[src/rtl/clock_monitor.sv]
// Measures the high/low durations of an asynchronous monitored clock in system-clock cycles,
// flags frequency/duty deviations, detects clock loss and reports lock after consecutive good periods.
module clock_monitor #(
    parameter int CNT_W    = 16,
    parameter int EXP_HIGH = 5,
    parameter int EXP_LOW  = 5,
    parameter int TOL      = 1,
    parameter int TIMEOUT  = 64,
    parameter int LOCK_CNT = 4
) (
    input  logic             clk,
    input  logic             rst,
    input  logic             enable,
    input  logic             mon_clk,
    output logic [CNT_W-1:0] meas_high,
    output logic [CNT_W-1:0] meas_low,
    output logic             meas_valid,
    output logic             freq_err,
    output logic             duty_err,
    output logic             clk_lost,
    output logic             locked
);

    localparam int GOOD_W = $clog2(LOCK_CNT + 1);
    localparam logic [CNT_W:0]    EXP_SUM   = (CNT_W + 1)'(EXP_HIGH + EXP_LOW);
    localparam logic [CNT_W:0]    EXP_HI    = (CNT_W + 1)'(EXP_HIGH);
    localparam logic [CNT_W:0]    TOL_W     = (CNT_W + 1)'(TOL);
    localparam logic [CNT_W-1:0]  TIMEOUT_W = CNT_W'(TIMEOUT);
    localparam logic [GOOD_W-1:0] LOCK_W    = GOOD_W'(LOCK_CNT);

    typedef enum logic [1:0] {
        IDLE,
        WAIT_RISE,
        MEAS_HIGH,
        MEAS_LOW
    } state_t;

    state_t             state_q;
    logic               s1_q, s2_q, s3_q;
    logic [CNT_W-1:0]   cnt_q, high_q, measHigh_q, measLow_q;
    logic [GOOD_W-1:0]  good_q;
    logic               measValid_q, freqErr_q, dutyErr_q, clkLost_q, locked_q;

    logic               rise, fall;
    logic [CNT_W:0]     periodSum, freqDev, highExt, dutyDev;
    logic               freqErr_d, dutyErr_d;
    logic [CNT_W-1:0]   cntInc_d;
    logic [GOOD_W-1:0]  goodInc_d;

    // Two-flop synchronizer plus a delay flop; both edges see the same fixed lag.
    always_ff @(posedge clk) begin
        if (rst) begin
            s1_q <= 1'b0;
            s2_q <= 1'b0;
            s3_q <= 1'b0;
        end else begin
            s1_q <= mon_clk;
            s2_q <= s1_q;
            s3_q <= s2_q;
        end
    end

    assign rise = s2_q & ~s3_q;
    assign fall = ~s2_q & s3_q;

    // Deviations use one extra bit and pick the non-negative ordering, so nothing wraps.
    always_comb begin
        periodSum = {1'b0, high_q} + {1'b0, cnt_q};
        freqDev   = (periodSum >= EXP_SUM) ? (periodSum - EXP_SUM) : (EXP_SUM - periodSum);
        highExt   = {1'b0, high_q};
        dutyDev   = (highExt >= EXP_HI) ? (highExt - EXP_HI) : (EXP_HI - highExt);
        freqErr_d = freqDev > TOL_W;
        dutyErr_d = dutyDev > TOL_W;
        cntInc_d  = (cnt_q == {CNT_W{1'b1}}) ? cnt_q : cnt_q + 1'b1;
        goodInc_d = (good_q >= LOCK_W) ? good_q : good_q + 1'b1;
    end

    always_ff @(posedge clk) begin
        if (rst) begin
            state_q     <= IDLE;
            cnt_q       <= '0;
            high_q      <= '0;
            measHigh_q  <= '0;
            measLow_q   <= '0;
            good_q      <= '0;
            measValid_q <= 1'b0;
            freqErr_q   <= 1'b0;
            dutyErr_q   <= 1'b0;
            clkLost_q   <= 1'b0;
            locked_q    <= 1'b0;
        end else begin
            measValid_q <= 1'b0;
            if (!enable) begin
                state_q   <= IDLE;
                cnt_q     <= '0;
                good_q    <= '0;
                locked_q  <= 1'b0;
                clkLost_q <= 1'b0;
            end else begin
                case (state_q)
                    IDLE: state_q <= WAIT_RISE;
                    WAIT_RISE: begin
                        if (rise) begin
                            state_q   <= MEAS_HIGH;
                            cnt_q     <= CNT_W'(1);
                            clkLost_q <= 1'b0;
                        end
                    end
                    MEAS_HIGH: begin
                        if (fall) begin
                            high_q  <= cnt_q;
                            cnt_q   <= CNT_W'(1);
                            state_q <= MEAS_LOW;
                        end else if (cnt_q >= TIMEOUT_W) begin
                            clkLost_q <= 1'b1;
                            locked_q  <= 1'b0;
                            good_q    <= '0;
                            cnt_q     <= '0;
                            state_q   <= WAIT_RISE;
                        end else begin
                            cnt_q <= cntInc_d;
                        end
                    end
                    MEAS_LOW: begin
                        if (rise) begin
                            measHigh_q  <= high_q;
                            measLow_q   <= cnt_q;
                            measValid_q <= 1'b1;
                            freqErr_q   <= freqErr_d;
                            dutyErr_q   <= dutyErr_d;
                            if (freqErr_d || dutyErr_d) begin
                                good_q   <= '0;
                                locked_q <= 1'b0;
                            end else begin
                                good_q   <= goodInc_d;
                                locked_q <= (goodInc_d == LOCK_W);
                            end
                            cnt_q   <= CNT_W'(1);
                            state_q <= MEAS_HIGH;
                        end else if (cnt_q >= TIMEOUT_W) begin
                            clkLost_q <= 1'b1;
                            locked_q  <= 1'b0;
                            good_q    <= '0;
                            cnt_q     <= '0;
                            state_q   <= WAIT_RISE;
                        end else begin
                            cnt_q <= cntInc_d;
                        end
                    end
                    default: state_q <= IDLE;
                endcase
            end
        end
    end

    assign meas_high  = measHigh_q;
    assign meas_low   = measLow_q;
    assign meas_valid = measValid_q;
    assign freq_err   = freqErr_q;
    assign duty_err   = dutyErr_q;
    assign clk_lost   = clkLost_q;
    assign locked     = locked_q;

endmodule

[config.mk]
export PLATFORM = sky130hd
export DESIGN_NAME = clock_monitor
export DESIGN_NICKNAME = d
export VERILOG_FILES = /design/src/rtl/clock_monitor.sv
export SDC_FILE = /design/constraint.sdc
export NUM_CORES = 1
export LEC_CHECK = 0
export CAP_MARGIN = 20
export CORE_MARGIN = 1
export CORE_UTILIZATION = 55
export CTS_CLUSTER_DIAMETER = 120
export DETAILED_ROUTE_END_ITERATION = 6
export PLACE_DENSITY_LB_ADDON = 0.2
export SLEW_MARGIN = 15
export SYNTH_ARGS = -nofsm -noshare
export SYNTH_HDL_FRONTEND = slang
export SYNTH_SLANG_ARGS = --single-unit
[constraint.sdc]
create_clock -name clk -period 7.1 [get_ports clk]
set_input_delay 0.71 -clock clk [delete_from_list [all_inputs] [get_ports clk]]
set_output_delay 0.71 -clock clk [all_outputs]
set_load 0.05 [all_outputs]
==> run metrics <==
first-pass GRT wire length=between 20000 and 25000 microns; Startpoint Class=flip-flop; via count=between 4000 and 5000; Crit Path Max Fanout=9; syn nets=around 650; IO buf count=40; Final setup viols=0; Lkg Pwr=2.08 nW; WL/cell=17.2 microns; fin crit period=4240 ps; Initial DRT Pass Iterations=7; Final Instance Count excl. Fillers=755; period utilization=0.597; Area contributors post-synth=dfxtp_1, nand2_1, a21oi_1, ha_1, nor2_1; Die Wd=95.4 microns; Yosys top cell by area=dfxtp_1; Mean Syn Cell Area=7.74 sq um; worst reg2reg setup slack=2860 ps; hpwl dp=9440 microns; worst vdd rail ir drop=about 120 uV; Starting DRT DRC Count=between 300 and 400; synth cell count leaders=nand2_1, a21oi_1, dfxtp_1, ha_1, nor2_1; maximum clock insertion buffer count=2; mapped cell area=0.00479 sq mm; core area=0.00834 sq mm; routed wire length=13000 microns; failing checks=design-rule violations; clk_skew=between 10 and 15 ps; Synth Instances=619; effective utilization at floorplan=0.575; # diodes=0; Post-CTS Setup Repair Bufs=0; die area=0.00909 sq mm; Setup crit end kind=flip-flop; CP Data Required Time=7400 ps; root buffer cell=clkbuf_8; Worst Hold Class=reg2reg; status=finished with violations; Worst-Skew Late Latency=roughly 360 ps; grt ovf=0; # DRC=1; share of Yosys cell area claimed by the top area cell type=0.322; crit path DAT=about 4500 ps; ys flop type=dfxtp_1; Netlist cell types=76; Final nets=680; htree depth=3; total track usage=0.301; Hold Buf Count CTS=0; TritonCTS clock tree=yes; RSZ-0062 raised after global routing=false; area delta synth->final=13.0%; cts bufs inserted=9; vias in the first global route=4323; share of layout cells above drive strength 1=0.0769; Max Fclk=0.236 GHz; Max Slew Vio Count=0; sum of negative setup slack=0 ps; Max Cap Violations=0; final hold vios=0; largest net degree at the start of global routing=57; Die Ht=95.4 microns; fill cell count=718; Worst-path clk slew=90 ps; initial antenna violation count=0; most used standard cell by instance count after synthesis=nand2_1; kind of critical path=reg2reg; remaining antenna violation count after routing=0; EDFF count, synth=0; pwr dens=150 mW/mm^2; worst-margin pin slew=936 ps; CTS-repair resized insts=0; Synth async-reset ratio=0; FF+latch count, synth=just under 80; YS warnings=0; register area share after synthesis=0.322; row count=33; Routability Congestion=0.935; Max transition margin=0.370; I/O pin cnt=slightly above 40; placed cell count=about 740; CTS sink cnt=77; vias per inst=6.24
[sequential cells by signal, indices dropped and copies added (netlist names), 2 cells and up]
register,cells
state_q,2
meas_high,16
high_q,16
good_q,3
cnt_q,16
meas_low,16
[logic make-up (layout without fill, tap and decap cells)]
| family | Yosys count | count (layout) | synth area share |
|---|---|---|---|
| buf+inv | 41 | 72 | 0.0397 |
| mux | 4 | 4 | 0.00887 |
| simple gates | 274 | 274 | 0.284 |
| fa+ha+maj | 31 | 31 | 0.0825 |
| xor+xnor | 18 | 18 | 0.0329 |
| compound gates | 174 | 174 | 0.230 |
| flops | 77 | 77 | 0.322 |
[area by class of cell]
type	count	area, sq um	share of cell area
multi-input combinational	501	3060	0.565
sequential	77	1540	0.285
timing repair buffer	43	418	0.0771
tap	105	131	0.0242
clock buffer	9	124	0.0229
clock inverter	7	92.6	0.0171
inverter	13	48.8	0.00901
[path summary, 6_finish.rpt]
| check | start | endpoint | cells past startpoint |
|---|---|---|---|
| worst max-delay path | cnt_q[0] | locked | 14 |
| worst min-delay path | s1_q | s2_q | 1 |
| worst max register to register | cnt_q[0] | locked | 14 |
| worst min register to register | s1_q | s2_q | 1 |
[critical path, cell delays in order (launching register included)]
cell and delay [ps]:
dfxtp_1 500, ha_1 250, inv_1 70, fa_1 410
nand2b_1 200, a21oi_1 160, xor2_1 510, o21bai_1 410
nand3b_1 200, mux2_2 350, a31oi_1 200, o211ai_2 130
nor4_2 490, o21ai_1 120, a21oi_1 160
[routing by layer]
metal  vias to the layer above  global-route usage  share of wire
met3                        26              0.0598          0.070
met2                       201               0.477           0.46
li1                       2277                   -              -
met5                         -                   0              0
met1                      2209               0.399           0.45
met4                         0               0.121          0.022
[power breakdown]
group	internal, mW	leakage [nW]	switching, mW
clock network	0.171	0.103	0.194
logic	0.00375	1.36	0.00958
registers	0.433	0.621	0.000918
[cell usage in the layout (no fill, tap or decap), types with 10 or more instances in the layout]
cell and instances:
clkdlybuf4s50_1 39, and2_1 10, o21ai_0 17, ha_1 30
nand3_1 20, nor3_1 17, nand2_1 127, a21oi_1 84
inv_1 13, nor2_1 29, dfxtp_1 77
[through the flow]
step                      hold slack [ps]  cell area, sq um  total power, mW  setup slack (ps)  utilization
after detailed placement              430              5200            0.457              2910        0.624
after global placement                432              5200            0.457              3040        0.624
final                                 450              5420            0.813              2860        0.650
after global routing                  474              5420            0.834              2570        0.650
after CTS                             456              5420            0.814              2870        0.650
after floorplan                       414              4790            0.453              3390            -
(Power assumes the default switching activity.)
